--- src/rtl/vga_plot_arbiter.sv ---
// vga_plot_arbiter: round-robin sharing of the vga_adapter pixel port between NREQ producers.
// Define CLEAR_SWEEP_EN to build the full-screen clear sweep; otherwise only arbitration is built.
module vga_plot_arbiter #(
  parameter int NREQ = 3,
  parameter int XW   = 8,
  parameter int YW   = 7,
  parameter int CW   = 3,
  parameter int XMAX = 159,
  parameter int YMAX = 119
) (
  input  logic               CLOCK_50,
  input  logic               reset,
  input  logic [NREQ-1:0]    req_valid,
  input  logic [NREQ*XW-1:0] req_x,
  input  logic [NREQ*YW-1:0] req_y,
  input  logic [NREQ*CW-1:0] req_colour,
  output logic [NREQ-1:0]    req_ready,
  input  logic               clear_req,
  input  logic [CW-1:0]      clear_colour,
  output logic               clear_busy,
  output logic [XW-1:0]      x,
  output logic [YW-1:0]      y,
  output logic [CW-1:0]      colour,
  output logic               plot,
  output logic [1:0]         grant_id
);
`ifdef CLEAR_SWEEP_EN
  localparam bit SW = 1'b1;
`else
  localparam bit SW = 1'b0;
`endif
  typedef enum logic {ARB, SWEEP} state_t;
  state_t state, state_n;
  logic [1:0] ptr, win;
  logic [2:0] idx;
  logic found, take_clear, xfer, last, in_range;
  logic [XW-1:0] sx, wx;
  logic [YW-1:0] sy, wy;
  logic [CW-1:0] ccol, wc;
  // Walk from the farthest candidate back to ptr so the nearest valid one wins.
  always_comb begin
    win = '0;
    found = 1'b0;
    idx = '0;
    for (int k = NREQ - 1; k >= 0; k--) begin
      idx = 3'(ptr) + 3'(k);
      idx = (idx >= 3'(NREQ)) ? idx - 3'(NREQ) : idx;
      win = req_valid[idx[1:0]] ? idx[1:0] : win;
      found = found | req_valid[idx[1:0]];
    end
  end
  assign wx = req_x[int'(win)*XW +: XW];
  assign wy = req_y[int'(win)*YW +: YW];
  assign wc = req_colour[int'(win)*CW +: CW];
  assign in_range = (wx <= XW'(XMAX)) && (wy <= YW'(YMAX));
  assign take_clear = SW && state == ARB && clear_req;
  assign xfer = reset && state == ARB && !take_clear && found;
  assign req_ready = xfer ? NREQ'(1) << win : '0;
  assign last = (sx == XW'(XMAX)) && (sy == YW'(YMAX));
  assign clear_busy = state == SWEEP;
  always_comb begin
    state_n = ARB;
    if (SW) state_n = (state == ARB) ? (clear_req ? SWEEP : ARB) : (last ? ARB : SWEEP);
  end
  always_ff @(posedge CLOCK_50) begin
    if (!reset) begin
      state <= ARB;
      ptr <= '0;
      x <= '0;
      y <= '0;
      colour <= '0;
      plot <= 1'b0;
      grant_id <= '0;
      sx <= '0;
      sy <= '0;
      ccol <= '0;
    end else begin
      state <= state_n;
      plot <= 1'b0;
      if (state == SWEEP) begin
        x <= sx;
        y <= sy;
        colour <= ccol;
        plot <= 1'b1;
        sx <= (sx == XW'(XMAX)) ? '0 : sx + 1'b1;
        sy <= (sx != XW'(XMAX)) ? sy : (sy == YW'(YMAX)) ? '0 : sy + 1'b1;
      end else if (take_clear) begin
        ccol <= clear_colour;
        sx <= '0;
        sy <= '0;
      end else if (xfer) begin
        ptr <= (win == 2'(NREQ - 1)) ? 2'd0 : win + 2'd1;
        grant_id <= win;
        plot <= in_range;
        x <= in_range ? wx : x;
        y <= in_range ? wy : y;
        colour <= in_range ? wc : colour;
      end
    end
  end
endmodule

--- config.mk ---
export PLATFORM = sky130hd
export DESIGN_NAME = vga_plot_arbiter
export DESIGN_NICKNAME = d
export VERILOG_FILES = /design/src/rtl/vga_plot_arbiter.sv
export SDC_FILE = /design/constraint.sdc
export NUM_CORES = 1
export LEC_CHECK = 0
export BUFFER_PORTS_ARGS = -buffer_cell sky130_fd_sc_hd__buf_4
export CAP_MARGIN = 20
export CORE_ASPECT_RATIO = 0.6
export CORE_MARGIN = 2
export CORE_UTILIZATION = 44
export CTS_CLUSTER_SIZE = 25
export DETAILED_ROUTE_END_ITERATION = 6
export PLACE_DENSITY = 0.85
export SLEW_MARGIN = 20
export SYNTH_ARGS = -nofsm -noshare
export SYNTH_HDL_FRONTEND = slang
export SYNTH_SLANG_ARGS = --single-unit
--- constraint.sdc ---
create_clock -name CLOCK_50 -period 3.2 [get_ports CLOCK_50]
set_input_delay 0.64 -clock CLOCK_50 [delete_from_list [all_inputs] [get_ports CLOCK_50]]
set_output_delay 0.64 -clock CLOCK_50 [all_outputs]
set_load 0.01 [all_outputs]
# After elaboration in Yosys (flattened, before gate mapping)
# Index checks and enable logic that the tools add are counted.
dict set report word_totals {
  register_bits 23
  inputBits 63
  output_inout_bits 25
  word_cells 47
}
dict set report classes {
  addsub 6
  multipliers 2
  order_cmp 8
  n_eq_ne 1
  n_shift 4
  mux 14
  bitwise 2
  reduce_logical 4
}
# operator count
set op_table {}
lappend op_table {{$shiftx A24 B6 Y8} 1}
lappend op_table {{$shiftx A21 B6 Y7} 1}
lappend op_table {{$mux W2} 7}
lappend op_table {{$lt A2 B3 Y1 const B} 3}
lappend op_table {{$shiftx A9 B5 Y3} 1}
lappend op_table {{$le A8 B8 Y1 const B} 1}
lappend op_table {{$le A7 B7 Y1 const B} 1}
lappend op_table {{$bmux W1 S2} 3}
lappend op_table {{$ge A3 B2 Y1 const B} 2}
lappend op_table {{$sub A2 B2 Y2 const B} 3}
lappend op_table {{$mul A2 B3 Y5 const B} 1}
lappend op_table {{$mul A2 B2 Y4 const B} 1}
lappend op_table {{$reduce_and A2 Y1} 2}
lappend op_table {{$add A2 B1 Y3 const B} 1}
lappend op_table {{$add A2 B2 Y3 const B} 1}
lappend op_table {{$mux W1} 3}
lappend op_table {{$mux W3} 1}
lappend op_table {{$shl A1 B2 Y3 const A} 1}
lappend op_table {{$add A2 B1 Y2 const B} 1}
lappend op_table {{$eq A2 B2 Y1 const B} 1}
lappend op_table {{$ge A2 B2 Y1 const B} 1}
lappend op_table {{$logic_and A1 B1 Y1} 2}
lappend op_table {{$or A1 B1 Y1} 2}

# Depth between registers and ports, before layout
# Gate-level depths: netlist (run 1).
dict set report depth {
  word_depth 13
  mapped_depth 14
  ltp_nobuf 10
}

# Least setup slack after synthesis (run 1)
# No wires, ideal clock.
dict set report synth_timing {
  kind {in2reg}
  from {input port req_valid[0]}
  to {register x[5]}
  setup_ns 0.123
  arrival_time_ns 2.729
  t_required_ns 3.077
  path_slack_ns 0.347
  stages 9
  path_buffers 1
  path_cell_list {mux2_4 > o32a_4 > o2bb2ai_2 > a211oi_1 > o22ai_1 > a21oi_2 > o41a_1 > buf_6 > mux2_1}
}
dict set report synth_between {
  elab_chain_cells 10
  elab_cells_between_ends 19
  classes_between {mul (1); order compare (2); shift (2); mux (9); bitwise (2); reduce/logical (3)}
}
# element line
set synth_rtl {}
lappend synth_rtl {{start, declared} 13} ;# input logic [NREQ-1:0] req_valid,
lappend synth_rtl {{$bmux W1 S2} {48, 49}}
lappend synth_rtl {{$mux W1 (not written as such)} {48, 49}}
lappend synth_rtl {{$mux W2 (3 in series)} 48} ;# win = req_valid[idx[1:0]] ? idx[1:0] : win;
lappend synth_rtl {{$mul A2 B3 Y5} 53} ;# assign wy = req_y[int'(win)*YW +: YW];
lappend synth_rtl {{$shiftx A21 B6 Y7} 53}
lappend synth_rtl {{$le A7 B7 Y1} 55} ;# assign in_range = (wx <= XW'(XMAX)) && (wy <= YW'(YMAX));
lappend synth_rtl {{$logic_and A1 B1 Y1} 55}
lappend synth_rtl {{$reduce_and A2 Y1 (no source line)} -}
lappend synth_rtl {{end signal, assigned} 95} ;# x <= in_range ? wx : x;
lappend synth_rtl {{end, declared} 21} ;# output logic [XW-1:0] x,
# Several ways; a longest one is shown, not always the timed one. The select of a mux whose other input is x is not followed.
# A chain may end at the register's enable or synchronous reset.

# Final worst setup path (run 1)
dict set report layout_timing {
  from {register ptr[0]}
  to {register y[6]}
}
dict set report layout_between {
  elab_chain_cells 13
  elab_cells_between_ends 30
  classes_between {add/sub (5); mul (1); order compare (5); shift (2); mux (12); bitwise (2); reduce/logical (3)}
}
# element line
set layout_rtl {}
lappend layout_rtl {{start, declared} 34} ;# logic [1:0] ptr, win;
lappend layout_rtl {{start signal, assigned} 92} ;# ptr <= (win == 2'(NREQ - 1)) ? 2'd0 : win + 2'd1;
lappend layout_rtl {{$add A2 B2 Y3} 46} ;# idx = 3'(ptr) + 3'(k);
lappend layout_rtl {{$ge A3 B2 Y1 / $sub A2 B2 Y2 (equally long branches)} 47} ;# idx = (idx >= 3'(NREQ)) ? idx - 3'(NREQ) : idx;
lappend layout_rtl {{$mux W2} 47}
lappend layout_rtl {{$bmux W1 S2} {48, 49}}
lappend layout_rtl {{$mux W1 (not written as such)} {48, 49}}
lappend layout_rtl {{$mux W2 (3 in series)} 48}
lappend layout_rtl {{$mul A2 B3 Y5} 53}
lappend layout_rtl {{$shiftx A21 B6 Y7} 53}
lappend layout_rtl {{$le A7 B7 Y1} 55}
lappend layout_rtl {{$logic_and A1 B1 Y1} 55}
lappend layout_rtl {{$reduce_and A2 Y1 (no source line)} -}
lappend layout_rtl {{end signal, assigned} 82} ;# y <= sy;
lappend layout_rtl {{end signal, assigned} 96} ;# y <= in_range ? wy : y;
lappend layout_rtl {{end, declared} 22} ;# output logic [YW-1:0] y,
# Several ways; a longest one is shown, not always the timed one. The select of a mux whose other input is x is not followed.

==> results of run 1 <==
==> metal layers <==
metal,routed length [um],GRT usage
met5,0,0
met4,17,0.03672
met3,367,0.06593
met1,2085,0.3105
met2,2003,0.3514
==> power by group through the flow <==
stage	Clock (W)	Sequential [W]	Combinational [W]
after detailed placement	0	0.000473	0.00141
final	0.000175	0.000469	0.00151
after floorplan	0	0.000513	0.000924
after global routing	0.000188	0.000481	0.00164
after CTS	0.000179	0.000468	0.00141
after global placement	0	0.000470	0.00137
==> logic make-up (layout without fill, tap and decap cells) <==
kind of cell	count (synthesis)	in the layout	share of synthesized area
AND/OR/NAND/NOR	62	62	0.1745
AO/OA/AOI/OAI	51	51	0.2281
multiplexers	29	29	0.1932
flip-flops	23	23	0.2987
buffers and inverters	21	103	0.07873
adder cells (fa/ha/maj)	3	3	0.02435
other	1	1	0.002433
==> through the flow <==
step                      setup TNS [ps]  cells  power [W]  setup slack [ps]
after global routing              -18.24    317   0.002314            -18.24
final                                  0    317   0.002151             189.4
after global placement                 0    312   0.001843             40.85
after floorplan                        0    190   0.001436             347.2
after CTS                              0    316   0.002061             48.37
after detailed placement               0    312   0.001884             19.76
==> timing repair <==
item                       CTS  global route
resized for setup            0             7
setup buffers                0             1
setup endpoints to repair    0            21
==> worst paths after layout <==
| check | endpoint |
|---|---|
| setup / recovery | y[6] |
| hold reg to reg | x[3] |
| setup reg to reg | y[6] |
| hold / removal | x[3] |
==> synth_stat cells, types with 2 or more instances <==
| cell type | number | area share |
|---|---|---|
| mux2i_1 | 26 | 0.17 |
| a21oi_1 | 24 | 0.078 |
| nor2_1 | 24 | 0.058 |
| dfxtp_1 | 23 | 0.30 |
| nand2_1 | 22 | 0.054 |
| inv_1 | 7 | 0.017 |
| clkbuf_1 | 6 | 0.015 |
| o21ai_0 | 5 | 0.016 |
| nand3_1 | 4 | 0.013 |
| and2_1 | 3 | 0.012 |
| ha_1 | 3 | 0.024 |
| nand2b_1 | 3 | 0.012 |
| o21a_1 | 3 | 0.015 |
| a211oi_1 | 2 | 0.0097 |
| buf_2 | 2 | 0.0065 |
| buf_4 | 2 | 0.0097 |
| buf_6 | 2 | 0.015 |
| mux2_1 | 2 | 0.015 |
| nor3_1 | 2 | 0.0065 |
| o21ai_1 | 2 | 0.0065 |
| o22ai_1 | 2 | 0.0081 |
==> worst register-to-register path, delay by kind of cell, from the launching register on <==
kind | cells | cell delay (ps)
compound gates | 5 | 1280
fa+ha+maj | 1 | 450
buf+inv | 4 | 540
flops | 1 | 340
simple gates | 2 | 290
==> cell type report <==
class / count / area (um^2) / area share
tap: 45 / 56.30 / 0.02451
sequential: 23 / 460.4 / 0.2004
timing repair buffer: 92 / 706.9 / 0.3077
clock buffer: 3 / 41.29 / 0.01797
multi-input combinational: 146 / 1001 / 0.4357
inverter: 7 / 26.28 / 0.01144
clock inverter: 1 / 5.005 / 0.002179
==> flip-flops by register name, indices dropped and copies added (netlist names) <==
register	cells
colour	3
grant_id	2
plot	1
ptr	2
x	8
y	7
==> results.txt, run 1 <==
Via density: 5.331
Detailed placement HPWL: 3501 um
Worst Clk Skew: 7.949 ps
Most used cell, CP: inv_1
Number of diodes: 0
Sequential power share: 0.218
Slew Viols, Final: 0
Pwr Density: 936.3 mW/mm^2
Cts bufs inserted: 3
CP Launch Type: register
Sequential area share after synthesis: 0.2987
Async S/R FF share, synth: 0
Worst r2r src: ptr[0]
Die W: 80.41 um
Hold violation count in the final report: 0
Maximum clock rate: 332.2 MHz
Detailed-route via count: 1,690
Smallest hold slack: 461.6 ps
Drt initial violations: 101
Yosys warns: 0
Cells on worst reg2reg path: 12
Rows: 16
Placed inst area: 0.002198 mm^2
R2R Setup Slk: 190 ps
Initial Util: 0.4667
Antenna-violating nets left: 0
Gpl congestion: 0.9165
Critical path class: reg2reg
Synth unique cells: 42
Die H: 49.85 um
Syn_area_per_cell: 8.113 um^2
Post-Route WL: 4472 um
Worst path arrival time: 3160 ps
Io pins: 88
Clock buffer depth: 2
Design area: 0.002297 mm^2
Initial antenna violation count: 0
1st-pass router iterations: 5
# port buffers: 82
Fillers: 278
Status: complete, no violations
Worst vdd ir: 0.5461 mV
Largest net degree at the start of global routing: 25
Final Setup Violations: 0
Gate Count Post-Synth: 190
CP cell instances: inv_1 > ha_1 > inv_1 > nor2_1 > o32a_1 > nand2_1 > o21ai_1 > a21oi_1 > o41a_1 > buf_4 > buf_12 > o211a_1
Gate power share: 0.701
Family with the most delay on the worst path: compound AO/OA/AOI/OAI gates
Clock power share: 0.081
Worst path slowest cell: ha_1
CP Depth: 12
Post-layout nets: 339
Number of synthesized register bits: 23
EDFF count, synth: 0
Worst path bufs/invs: 4
Core Box Area: 0.003303 mm^2
Total GRT Usage: 0.2241
CTS tree: yes
Skew-Pair Late Insertion Delay: 260 ps
CTS clock-pin slew for the worst setup and hold paths: 80 ps
Most common cell after layout, fill and taps aside: buf_4
Area overhead of the layout relative to synthesis: 49.03%
Share of cells above drive strength 1: 0.3897
Switching share of power: 0.4376
Power Internal: 0.001210 W
Hold Startpoint: x[3]
Clk sinks: 23
Root Buffer: clkbuf_8
CTS Hold Buffers Added: 0
Top FF cell, synth: dfxtp_1
Number of global-route vias before repair: 1,620
Psw: 0.0009412 W
CP endpoint kind: register
DRC errors left: 0
Period utilization: 0.9408
MaxCap Viol Count: 0
Post-layout util: 0.6955
CP startpoint: ptr[0]
Total gr overflow: 0
H-tree Lvls: 1
DIE AREA: 0.004008 mm^2
Largest stage delay, worst path: 450 ps
First-pass GRT wire length: 7051 um
Post-Syn Area: 0.001541 mm^2
WHS Path Cells: 2
Pleak: 1.119 nW
Avg WL per Cell: 14.11 um
Max Fanout on Critical Path: 16
Most frequent cells in the layout: 90 x buf_4, 26 x mux2i_1, 24 x nor2_1, 24 x a21oi_1, 23 x dfxtp_1
Hold Crit Class: reg2reg
Worst EP required: 3350 ps
Synthesized net count: 256
Clock period minus worst slack: 3011 ps
Note: power is estimated with default switching activity, not from simulation.
==> run 2, diff against run 1 <==
CORE_UTILIZATION = 40   (was 44)
CTS_CLUSTER_DIAMETER = 50   (was unset)
PLACE_DENSITY = 0.82   (was 0.85)
clock period = 2.4 ns   (was 3.2 ns; I/O delays follow)
==> run 2 against run 1 <==
The run now ends with setup timing left. Global-route usage up 2.6 points. Total power up 73%. Register-to-register slack worse by 580 ps. Utilization up 5.4 points. Critical endpoint is now x[6]. Largest cell class unchanged. Largest power group unchanged.
==> results.txt, run 2 (synthesis results as in run 1) <==
1st-pass router iterations: 4 (-1)
Max reg flops: 8 (unchanged)
Skew-Pair Late Insertion Delay: 270 ps (about the same)
Setup TNS: -7265 ps (-7265 ps)
CP endpoint kind: register
Detailed placement HPWL: 3940 um (+13%)
Slew Viols, Final: 0 (unchanged)
Gate power share: 0.763 (+0.062)
Die W: 84.14 um (+4.6%)
Family with the most delay on the worst path: compound AO/OA/AOI/OAI gates
CP cell instances: buf_6 > ha_4 > buf_6 > nand4b_1 > o32a_4 > o2bb2ai_4 > a211oi_2 > o22ai_1 > a21oi_2 > o41a_1 > buf_6 > mux2_4
H-tree Lvls: 1 (unchanged)
Status: finished with violations
Psw: 0.001552 W (+65%)
Largest net degree at the start of global routing: 20 (-20%)
Max Fanout on Critical Path: 7 (-9)
Sequential power share: 0.173 (-0.045)
Total gr overflow: 0 (unchanged)
Pwr Density: 1345 mW/mm^2 (+44%)
Detailed-route via count: 1,882 (+11%)
Gpl congestion: 0.8870 (-3.2%)
Post-layout util: 0.7497 (+0.05429)
MaxCap Viol Count: 0 (unchanged)
Io pins: 88 (unchanged)
Most frequent cells in the layout: 121 x buf_4, 24 x mux2i_1, 22 x nand2_1, 22 x a21oi_1
CP Launch Type: register
Setup ws final: -390.3 ps (-579.7 ps)
Die H: 52.09 um (+4.5%)
Initial antenna violation count: 0 (unchanged)
Clock period minus worst slack: 2790 ps (-220.3 ps)
Design area: 0.002759 mm^2 (+20%)
Finished Layout Cells: 357 (+13%)
Via density: 5.272 (-1.1%)
Maximum clock rate: 358.4 MHz (+7.9%)
Post-Route WL: 5509 um (+23%)
Period utilization: 1.163 (+0.2218)
Most used cell, CP: buf_6
DIE AREA: 0.004382 mm^2 (+9.3%)
Rows: 17 (+1)
Cts bufs inserted: 3 (unchanged)
Pleak: 1.338 nW (+20%)
CTS clock-pin slew for the worst setup and hold paths: 80 ps (about the same)
Worst path arrival time: 2950 ps (-210 ps)
Smallest hold slack: 461.2 ps (-0.4070 ps)
Worst path bufs/invs: 3 (-1)
DRC errors left: 0 (unchanged)
Root Buffer: clkbuf_8
Worst path slowest cell: dfxtp_4
First-pass GRT wire length: 8535 um (+21%)
Initial Util: 0.4189 (-0.04776)
CTS Hold Buffers Added: 0 (unchanged)
Share of cells above drive strength 1: 0.5419 (+0.1522)
Critical path class: reg2reg
Final Setup Violations: 22 (+22)
Core Box Area: 0.003680 mm^2 (+11%)
Area overhead of the layout relative to synthesis: 78.98%
Worst vdd ir: 0.7005 mV (+28%)
Fillers: 262 (-5.8%)
Hold Crit Class: reg2reg
RSZ-0062 raised after global routing: yes
Most common cell after layout, fill and taps aside: buf_4
Biggest regs: x x8, y x7, colour x3
# port buffers: 82 (unchanged)
Power Internal: 0.002160 W (+79%)
Placed inst area: 0.002505 mm^2 (+14%)
Switching share of power: 0.4180 (-0.01958)
Hold violation count in the final report: 0 (unchanged)
Total GRT Usage: 0.2499 (+0.02580)
Avg WL per Cell: 15.43 um (+9.4%)
Number of diodes: 0 (unchanged)
CTS tree: yes
Antenna-violating nets left: 0 (unchanged)
Inst Count DP: 344 (+10%)
Most flops, register: x
Drt initial violations: 118 (+17%)
Failing checks: setup timing
Post-layout nets: 377 (+11%)
Worst Clk Skew: 5.718 ps (-2.231 ps)
Number of global-route vias before repair: 1,817 (+12%)
Worst EP required: 2550 ps (-800 ps)
Clock power share: 0.064 (-0.017)
Largest stage delay, worst path: 350 ps (-100 ps)
Clock buffer depth: 2 (unchanged)
Clk sinks: 23 (unchanged)
-- run 2: cell types whose count changed in the layout (fill, tap and decap cells not counted), sizes merged --
cell	change
o2bb2ai	+1
buf	+37
-- run 2: worst paths after layout --
path / depth (start not counted) / to / slack (ps) / start
worst max-delay path: 12 / x[6] / -390 / ptr[1]
worst min-delay path: 2 / x[3] / 460 / x[3]
worst max register to register: 12 / x[6] / -390 / ptr[1]
worst min register to register: 2 / x[3] / 460 / x[3]
-- run 2: final cells by class --
type	count	area, um^2	area share
clock buffers	3	41.29	0.01497
clock inverters	1	5.005	0.001814
inverters	7	26.28	0.009524
multi-input cells	147	1145	0.4150
flip-flops and latches	23	467.9	0.1696
well taps	47	58.81	0.02132
repair buffers	129	1015	0.3678
-- run 2: per-stage QoR --
step                total power (W)  setup WS [ps]
global route               0.003934         -467.4
finish                     0.003712         -390.3
global placement           0.002906         -330.9
detailed placement         0.002964         -397.1
CTS                        0.003556         -303.7
floorplan                  0.002087         -254.4
-- run 2: worst register-to-register path, cell delays in order, from the launching register on --
cell and delay, ps:
dfxtp_4 350, buf_6 120, ha_4 280, buf_6 130, nand4b_1 120, o32a_4 280
o2bb2ai_4 200, a211oi_2 300, o22ai_1 130, a21oi_2 160, o41a_1 170, buf_6 140
mux2_4 310
-- run 2: per-layer routing --
layer	GRT usage	part of all wire
met4	0.06452	0.014
met2	0.4405	0.47
met1	0.3121	0.43
met3	0.05873	0.088
met5	0	0
-- run 2: timing repair --
action / CTS / global route
resized for setup: 25 / 8
endpoints found under the setup margin: 23 / 23
cloned: 1 / 0
setup buffers: 5 / 4
pin swaps: 12 / 7
-- run 2: power by group through the flow --
| stage | Sequential [W] | Clock (W) | Combinational (W) |
|---|---|---|---|
| 2_1_floorplan | 0.000701 | 0 | 0.00139 |
| 6_report | 0.000641 | 0.000239 | 0.00283 |
| 4_1_cts | 0.000636 | 0.000240 | 0.00268 |
| 3_5_place_dp | 0.000640 | 0 | 0.00232 |
| 3_3_place_gp | 0.000636 | 0 | 0.00227 |
| 5_1_grt | 0.000659 | 0.000262 | 0.00301 |
==> run 3, diff against run 2 <==
SETUP_SLACK_MARGIN = 0.4   (was unset)
==> run 3 against run 2 <==
The flow still finishes with violations (setup timing). Critical path depth decreased by 1. Cell count decreased by 2.0%. Non-clock buffer count fell by 7. Utilization shrank 0.78 points. Setup slack worse by 61 ps. Sequential power about the same. Die area unchanged.
==> results.txt, run 3 (synthesis results as in run 1) <==
Avg WL per Cell: 14.73 um (-4.6%)
Largest net degree at the start of global routing: 20 (unchanged)
Initial antenna violation count: 0 (unchanged)
Pwr Density: 1342 mW/mm^2 (-0.28%)
Clk sinks: 23 (unchanged)
Area overhead of the layout relative to synthesis: 77.11%
Number of diodes: 0 (unchanged)
R2R Setup Slk: -450 ps (-60 ps)
FF/Latch Area: 465.4 um^2 (-0.53%)
Failing checks: setup timing
Clock period minus worst slack: 2852 ps (+61.46 ps)
Root Buffer: clkbuf_8
Worst Clk Skew: 4.454 ps (-1.264 ps)
CTS clock-pin slew for the worst setup and hold paths: 80 ps (about the same)
Io pins: 88 (unchanged)
Worst EP required: 2560 ps (about the same)
Die W: 84.14 um (unchanged)
RSZ-0062 raised after global routing: yes
Hold Crit Class: reg2reg
Multi-input logic area: 0.001170 mm^2 (+2.2%)
Number of global-route vias before repair: 1,704 (-6.2%)
1st-pass router iterations: 4 (unchanged)
Post-layout nets: 370 (-1.9%)
Max reg flops: 8 (unchanged)
Setup TNS: -7640 ps (-374.4 ps)
Core Box Area: 0.003680 mm^2 (unchanged)
MaxCap Viol Count: 0 (unchanged)
Via density: 5.189 (-1.6%)
Worst vdd ir: 0.7105 mV (+1.4%)
Hold violation count in the final report: 0 (unchanged)
Skew-Pair Late Insertion Delay: 270 ps (about the same)
Worst path arrival time: 3020 ps (+70 ps)
Fillers: 271 (+3.4%)
Most flops, register: x
CTS tree: yes
DIE AREA: 0.004382 mm^2 (unchanged)
Most frequent cells in the layout: 113 x buf_4, 24 x a21oi_1, 24 x mux2i_1
Gpl congestion: 0.8595 (-3.1%)
Max Fanout on Critical Path: 6 (-1)
Most common cell after layout, fill and taps aside: buf_4
Pleak: 1.306 nW (-2.4%)
Period utilization: 1.188 (+0.02561)
Rows: 17 (unchanged)
H-tree Lvls: 1 (unchanged)
Maximum clock rate: 350.7 MHz (-2.2%)
Clock buffer depth: 2 (unchanged)
Total GRT Usage: 0.2265 (-0.02345)
Initial Util: 0.4189 (unchanged)
Smallest hold slack: 462.5 ps (+1.227 ps)
Drt initial violations: 87 (-26%)
Detailed-route via count: 1,816 (-3.5%)
Cts bufs inserted: 3 (unchanged)
Share of cells above drive strength 1: 0.5413 (-0.0006814)
Biggest regs: x x8, y x7, colour x3
Detailed placement HPWL: 3696 um (-6.2%)
Die H: 52.09 um (unchanged)
Critical path class: reg2reg
Final Setup Violations: 22 (unchanged)
CP endpoint kind: register
# port buffers: 82 (unchanged)
Antenna-violating nets left: 0 (unchanged)
Post-Route WL: 5155 um (-6.4%)
Setup ws final: -451.8 ps (-61.46 ps)
Total gr overflow: 0 (unchanged)
CP Launch Type: register
Slew Viols, Final: 0 (unchanged)
First-pass GRT wire length: 7824 um (-8.3%)
Status: finished with violations
DRC errors left: 0 (unchanged)
run 3: timing repair:
action,CTS,global route
buffers inserted,6,7
cloned,1,0
gates resized for setup,14,22
pin swaps,6,6
setup endpoints to repair,25,26
hold buffers,0,0
run 3: layer usage:
metal | track usage | part of all wire | wire length [um] | vias up
met4 | 0.05645 | 0.0050 | 26 | 0
met5 | 0 | 0 | 0 | -
met1 | 0.2912 | 0.45 | 2294 | 837
met3 | 0.06032 | 0.080 | 412 | 4
li1 | - | - | - | 899
met2 | 0.3823 | 0.47 | 2421 | 76
run 3: power breakdown:
part | total, W | switching, W | internal, W
Sequential | 0.000640 | 0.0000931 | 0.000547
Clock | 0.000247 | 0.000129 | 0.000118
Combinational | 0.00278 | 0.00131 | 0.00146
run 3: path summary, 6_finish.rpt:
| path | end | start | depth (start not counted) |
|---|---|---|---|
| worst min-delay path | y[0] | y[0] | 2 |
| worst max register to register | x[6] | ptr[1] | 11 |
| worst max-delay path | x[6] | ptr[1] | 11 |
| worst min register to register | y[0] | y[0] | 2 |
run 3: cell type report:
cell class                 count  area share
timing repair buffer         122      0.3511
sequential                    23      0.1705
tap                           47     0.02154
clock buffer                   3     0.01512
inverter                       7     0.01054
multi-input combinational    147      0.4285
clock inverter                 1    0.002750
run 3: worst max-delay path: stages, from the launching register on:
cell and delay (ps):
dfxtp_4 380, inv_4 40, ha_4 170, mux2_4 310, o32a_4 350, o2bb2ai_4 170, a211oi_2 330, o22ai_2 110
a21oi_2 190, o41a_1 240, buf_6 140, mux2_4 300
run 3: stage by stage:
step | total power, W | utilization | instance area [um^2] | setup slack, ps | instances
6_report | 0.003663 | 0.7419 | 2730 | -451.8 | 350
5_1_grt | 0.003889 | 0.7419 | 2730 | -523.7 | 350
3_5_place_dp | 0.002856 | 0.6596 | 2427 | -456.2 | 332
4_1_cts | 0.003348 | 0.7035 | 2589 | -376.8 | 343
3_3_place_gp | 0.002801 | 0.6596 | 2427 | -407.0 | 332
2_1_floorplan | 0.002152 | - | 1678 | -251.9 | 190
